`src/rtl/rr_arbiter_x_in.sv`:
```
// Round-robin output-port arbiter: registered one-hot grant held until the
// holder releases or aborts, with a self-maintained rotating priority token.
module rr_arbiter_x_in #(
  parameter int IO_SIZE = 5,
  parameter int IO_w    = 3
) (
  input  logic               clk,
  input  logic               rst_n,
  input  logic [IO_SIZE-1:0] request,
  input  logic               release_in,
  output logic [IO_SIZE-1:0] grant,
  output logic [IO_w-1:0]    grant_id,
  output logic               grant_valid,
  output logic [IO_w-1:0]    token
);

  typedef enum logic [0:0] {IDLE = 1'b0, BUSY = 1'b1} state_t;

  state_t               state_r, state_s;
  logic [IO_SIZE-1:0]   grant_r, grant_s;
  logic [IO_w-1:0]      grant_id_r, grant_id_s;
  logic                 grant_valid_r, grant_valid_s;
  logic [IO_w-1:0]      token_r, token_s;
  logic [IO_SIZE-1:0]   eligible_s;
  logic [IO_SIZE-1:0]   win_onehot_s;
  logic [IO_w:0]        pick_s;
  logic                 win_found_s;
  logic [IO_w-1:0]      win_idx_s;
  logic                 end_evt_s;

  // Circular scan from start; lowest offset wins. Returns {found, index}.
  function automatic logic [IO_w:0] rr_pick(input logic [IO_SIZE-1:0] req,
                                            input logic [IO_w-1:0]    start);
    logic [IO_w:0] res;
    int            j;
    res = '0;
    for (int k = IO_SIZE - 1; k >= 0; k--) begin
      j = int'(start) + k;
      if (j >= IO_SIZE) j = j - IO_SIZE;
      else              j = j;
      if (req[j]) res = {1'b1, IO_w'(j)};
      else        res = res;
    end
    return res;
  endfunction

  // Index just past i, wrapping so the token never leaves 0..IO_SIZE-1.
  function automatic logic [IO_w-1:0] rr_next(input logic [IO_w-1:0] i);
    logic [IO_w-1:0] n;
    if (i == IO_w'(IO_SIZE - 1)) n = '0;
    else                         n = i + IO_w'(1);
    return n;
  endfunction

  // Eligible requests: the current holder is masked out of re-arbitration.
  always_comb begin
    eligible_s = request;
    for (int i = 0; i < IO_SIZE; i++) begin
      if (state_r == BUSY && IO_w'(i) == grant_id_r) eligible_s[i] = 1'b0;
      else                                           eligible_s[i] = request[i];
    end
  end

  assign pick_s      = rr_pick(eligible_s, token_r);
  assign win_found_s = pick_s[IO_w];
  assign win_idx_s   = pick_s[IO_w-1:0];
  assign end_evt_s   = release_in | ~request[grant_id_r];

  // One-hot decode of the arbitration winner.
  always_comb begin
    win_onehot_s = '0;
    for (int i = 0; i < IO_SIZE; i++) begin
      if (IO_w'(i) == win_idx_s) win_onehot_s[i] = 1'b1;
      else                       win_onehot_s[i] = 1'b0;
    end
  end

  // Next-state and next-output logic.
  always_comb begin
    state_s       = state_r;
    grant_s       = grant_r;
    grant_id_s    = grant_id_r;
    grant_valid_s = grant_valid_r;
    token_s       = token_r;
    case (state_r)
      IDLE: begin
        if (win_found_s) begin
          state_s       = BUSY;
          grant_s       = win_onehot_s;
          grant_id_s    = win_idx_s;
          grant_valid_s = 1'b1;
          token_s       = rr_next(win_idx_s);
        end else begin
          state_s = IDLE;
        end
      end
      BUSY: begin
        if (end_evt_s) begin
          if (win_found_s) begin
            state_s       = BUSY;
            grant_s       = win_onehot_s;
            grant_id_s    = win_idx_s;
            grant_valid_s = 1'b1;
            token_s       = rr_next(win_idx_s);
          end else begin
            state_s       = IDLE;
            grant_s       = '0;
            grant_valid_s = 1'b0;
          end
        end else begin
          state_s = BUSY;
        end
      end
      default: begin
        state_s       = IDLE;
        grant_s       = '0;
        grant_id_s    = '0;
        grant_valid_s = 1'b0;
        token_s       = '0;
      end
    endcase
  end

  // State and output registers.
  always_ff @(posedge clk or negedge rst_n) begin
    if (!rst_n) begin
      state_r       <= IDLE;
      grant_r       <= '0;
      grant_id_r    <= '0;
      grant_valid_r <= 1'b0;
      token_r       <= '0;
    end else begin
      state_r       <= state_s;
      grant_r       <= grant_s;
      grant_id_r    <= grant_id_s;
      grant_valid_r <= grant_valid_s;
      token_r       <= token_s;
    end
  end

  assign grant       = grant_r;
  assign grant_id    = grant_id_r;
  assign grant_valid = grant_valid_r;
  assign token       = token_r;

endmodule

```
`config.mk`:
```
export PLATFORM = sky130hd
export DESIGN_NAME = rr_arbiter_x_in
export DESIGN_NICKNAME = d
export VERILOG_FILES = /design/src/rtl/rr_arbiter_x_in.sv
export SDC_FILE = /design/constraint.sdc
export NUM_CORES = 1
export LEC_CHECK = 0
export CELL_PAD_IN_SITES_DETAIL_PLACEMENT = 1
export CELL_PAD_IN_SITES_GLOBAL_PLACEMENT = 1
export CORE_UTILIZATION = 43
export CTS_CLUSTER_SIZE = 28
export DETAILED_ROUTE_END_ITERATION = 6
export PLACE_DENSITY_LB_ADDON = 0.1
export SLEW_MARGIN = 15
export SYNTH_ARGS = -nofsm -noshare
export SYNTH_HDL_FRONTEND = slang
export SYNTH_SLANG_ARGS = --single-unit
```
`constraint.sdc`:
```
create_clock -name clk -period 5.3 [get_ports clk]
set_input_delay 1.06 -clock clk [delete_from_list [all_inputs] [get_ports clk]]
set_output_delay 1.06 -clock clk [all_outputs]
set_load 0.05 [all_outputs]
```
Yosys cells after proc, flatten, opt, wreduce, memory -nomap -nowiden

Index checks and enable logic that the tools add are counted.

Register bits after elaboration: 13
Bits of input ports: 8

Order comparisons: 11
Equal/unequal tests: 11
Bitwise logic cells: 3
Add/subtract/negate cells: 10
Reduce and logical (&&, ||, !) cells: 8
Mux-type cells: 54

Operators with widths:

| cell                                                 | count |
|---|---|
| < comparator 32 x 5 -> 1 bit (second input constant) | 5 |
| two-way mux 32 bit                                   | 5 |
| two-way mux 1 bit                                    | 25 |
| two-way mux 4 bit                                    | 5 |
| subtractor 4 x 3 -> 5 bit (second input constant)    | 4 |
| binary-select mux 1 bit (select 3 bit)               | 6 |
| >= comparator 4 x 3 -> 1 bit (second input constant) | 4 |
| two-way mux 3 bit                                    | 5 |
| two-way mux 5 bit                                    | 3 |
| == test 2 x 3 -> 1 bit (first input constant)        | 4 |
| case mux 3 bit (2 select lines)                      | 2 |
| case mux 5 bit (2 select lines)                      | 1 |
| adder 3 x 2 -> 4 bit (second input constant)         | 2 |
| == test 1 x 3 -> 1 bit (first input constant)        | 2 |
| == test 3 bit (first input constant)                 | 2 |
| zero test 3 bit                                      | 2 |
| logical AND 1 bit                                    | 5 |
| adder 3 x 1 -> 4 bit (second input constant)         | 1 |
| adder 3 x 3 -> 4 bit (second input constant)         | 1 |
| < comparator 3 x 4 -> 1 bit (second input constant)  | 1 |
| case mux 1 bit (2 select lines)                      | 2 |
| subtractor 3 x 3 -> 4 bit (second input constant)    | 1 |
| adder 3 x 1 -> 3 bit (second input constant)         | 1 |
| == test 3 bit (second input constant)                | 1 |
| 6 further kinds                                      | 7 |

Logic depth before layout (Yosys ltp)

Depth in word-level cells: 16
Mapped depth: 19

Worst setup path before layout

OpenSTA, ideal clock, no wires.

Path type: reg-to-reg
From: register token_r[0], in the netlist token[0]
To: register token_r[2], in the netlist token[2]
Required time: 5.217 ns
Setup time: 0.083 ns
Period minus slack after synthesis: 4.163 ns
Stages on the path, launching flop included: 20
Data arrival time: 4.081 ns
Buffers on the path: 3
Slack: 1.137 ns
Cells stage by stage: dfrtp_1 > buf_2 > buf_6 > inv_1 > ha_1 > inv_1 > ha_1 > clkbuf_1 > a211oi_1 > o22ai_2 > mux2i_1 > mux2i_1 > nor2_1 > o311a_1 > o32ai_1 > inv_1 > ha_1 > nor2_1 > mux2i_1 > o21ai_0

Word-level cells in the longest chain between the ends: 16
Elaborated cells between the ends (all ways): 45

Ends and longest elaborated chain:

| what                                                                      | line   | source |
|---|---|---|
| from (decl)                                                               | 23     | `logic [IO_w-1:0] token_r, token_s;` |
| from (signal assigned)                                                    | 137    | `token_r <= token_s;` |
| adder 3 x 3 -> 4 bit                                                      | 38     | `j = int'(start) + k;` |
| subtractor 4 x 3 -> 5 bit or >= comparator 4 x 3 -> 1 bit (tied branches) | 39     | `if (j >= IO_SIZE) j = j - IO_SIZE;` |
| two-way mux 32 bit                                                        | 39     |  |
| binary-select mux 1 bit (select 3 bit)                                    | 41     | `if (req[j]) res = {1'b1, IO_w'(j)};` |
| two-way mux 1 bit (not written as such) (2 in a row)                      | 41     |  |
| two-way mux 4 bit (4 in a row)                                            | 41     |  |
| two-way mux 4 bit *                                                       | 41     |  |
| named net pick_s[1]                                                       | 26     | `logic [IO_w:0] pick_s;` |
| adder 3 x 1 -> 3 bit or == test 3 bit (tied branches)                     | 51, 50 |  |
| two-way mux 3 bit *                                                       | 50     | `if (i == IO_w'(IO_SIZE - 1)) n = '0;` |
| two-way mux 3 bit *                                                       | 87, 99 |  |
| two-way mux 3 bit                                                         | 98     | `if (end_evt_s) begin` |
| case mux 3 bit (2 select lines) *                                         | 85     | `case (state_r)` |

The timed path passes the listed nets; every way through them passes the cells marked *. The select of a mux whose other input is x is not followed.
A chain may end at the register's enable or synchronous reset.

Worst setup path in the final report

From: register token_r[1], in the netlist token[1]
To: register token_r[2], in the netlist token[2]

The elaborated chain is that of the path after synthesis.

==> results.toml <==
[status]
outcome = "finished clean"

[clocking]
cts_made_buffers = 3
cts_sinks = 13
htreeDepth = 1
cts_tree = "done"
root_buffer = "clkbuf_8"
path_clk_slew_ps = 50
post_cts_buffers = 0
clockBufferDepth = 2
worstSkewPairLatency_ps = 250
cts_resized = 0
postCtsHoldBufs = 0

[worst_setup_path]
r2r_cells = 16
r2r_end = "token[2]"
critical_path_class = "flip-flop to flip-flop"
rr_startpoint = "token[1]"
required_ps = 5460
ff2ff_setup_slack_ps = 790
endpoint_kind = "flip-flop"
worstPathArrival_ps = 4670
crit_path_max_fanout = 16
startpoint_type = "flip-flop"

[die]
die-area_sq_um = 4700
pin_count = 20
fp.coreArea_sq_um = 4120
die_h_um = 68.6
dieWidth_um = 68.6
std_cell_rows = 23
initial_core_util_pct = 46.3

[timing]
final.setup.tns_ps = 0
whs_ps = 489
finalCriticalPeriod_ps = 4510
relSlewSlack_pct = 48.8
setup_ws_ps = 790
final.setup_skew_ps = 0.794
period_share_pct = 85.1
setup_violations = 0
hold_viol = 0
slew_violations = 0
clock.fmax_mhz = 222
tightest_slew_ps = 767
rsz0062_at_grt = "no"

[yosys]
yosysTopAreaCellShare_pct = 17.1
synth_area_leaders = "dfrtp_1 (17%), ha_1 (12%), mux2i_1 (4.2%)"
yosys_warnings = 0
synth_flop_cell = "dfrtp_1"
syn_inst = 228
ys_seq_elements = 13
synth_cell_types = 66
syn_nets = 254
seq_area_frac_synth_pct = 17.1
synth_edf_count = 0
synth_largest_area_cell = "dfrtp_1"
synth_async_sr_flop_share_pct = 100
syn_avg_cell_area_sq_um = 8.36
synthesis.area_sq_um = 1910

[routing]
antenna_left = 0
routed_wl_mm = 5.67
drc_errors = 0
drt_iter0_markers = 112
wl_per_cell_um = 19.5
viasPerCell = 6.31
first_pass_iters = 4
vias = 1836

[cells_and_area]
final_cell_area_sq_um = 2130
fin_nets = 268
layout-drive-gt1-share_pct = 11.6
fillers = 499
layout_common_cells = "nand2_1 (19), clkdlybuf4s50_1 (19), ha_1 (18)"
syn2layout_area_growth_pct = 11.5
antennaDiodeCount = 0
multi_input_area_sq_um = 1460
seqCellArea_sq_um = 325

[placed_design]
portBuffers = 19
pre_cts_slack_ps = 805
dpl.hpwl_mm = 4.50
gp_congestion = 0.874
dpl-instance-area_sq_um = 2080

[global_routing]
antenna_found_initial = 0
overflow = 0
grt_usage_pct = 25.7
grt_pass1_wl_mm = 8.88
first_global_vias = 1775
grt_start_max_net_pins = 29

[flow_run]
maxCapViolCount = 0

[min_path]
min_from = "grant_valid"
min_to = "grant_valid"
hold_path_class = "flip-flop to flip-flop"
hold_depth = 2
-- worst max-delay path, cell delays in order, from the launching register on --
cell and delay (ps):
dfrtp_1 720, inv_1 330, ha_1 270, inv_1 70
ha_1 340, a211oi_1 330, o22ai_2 150, mux2i_1 170
mux2i_1 210, nor2_1 130, o311a_1 360, o32ai_1 480
inv_1 150, ha_1 300, nor2_1 120, mux2i_1 80
o21ai_0 200
-- kinds of logic after synthesis --
family	count (synthesis)	synth area share [%]
AND/OR/NAND/NOR	89	26.2
buffers and inverters	21	6.50
multiplexers	15	9.51
AO/OA/AOI/OAI	68	27.0
adder cells (fa/ha/maj)	18	11.8
flip-flops	13	17.1
XOR/XNOR	4	1.84
-- Yosys cell counts (3+ instances only) --
library cell and count:
nand2b_1 6, o211ai_1 3, nand3_1 16, nand2_1 19, buf_2 3, mux2i_1 8, xnor2_1 3, nor3_1 7
o32ai_1 4, a22o_2 4, inv_1 9, o21ai_0 13, ha_1 18, buf_6 4, buf_4 3, a21oi_1 12
a211oi_1 3, a31oi_1 4, dfrtp_1 13, nand3b_1 4, mux2_2 4, nor2_1 15
-- worst max-delay path by stage --
stage	start	to	cells past startpoint
2_1_floorplan	token[0]	token[2]	19
3_3_place_gp	token[1]	token[2]	16
3_5_place_dp	token[1]	token[2]	16
4_1_cts	token[1]	token[2]	16
5_1_grt	token[1]	token[2]	16
6_report	token[1]	token[2]	16
-- layout make-up --
class,count,area share [%]
Multi-Input combinational cell,194,68.6
Clock buffer,4,2.12
Timing Repair Buffer,20,9.30
Sequential cell,13,15.3
Tap cell,50,2.94
Inverter,10,1.77
-- registers in the layout, indices dropped and copies added, names as in the netlist --
register / flops
state_r: 1
grant_valid: 1
grant_id: 3
token: 3
grant: 5
-- metal layers --
metal,global-route usage (%),share of wire [%]
met1,32.1,45
met4,10.7,2.1
met2,45.1,49
met5,0,0
met3,2.14,3.2
-- through the flow --
stage,utilization [%],std cells
5_1_grt,51.7,291
3_3_place_gp,50.6,287
4_1_cts,51.7,291
6_report,51.7,291
3_5_place_dp,50.6,287
2_1_floorplan,-,228
Power is left out: the tool's default activity adds up to more than one toggle a clock period on the data nets, which glitch-free logic cannot reach.
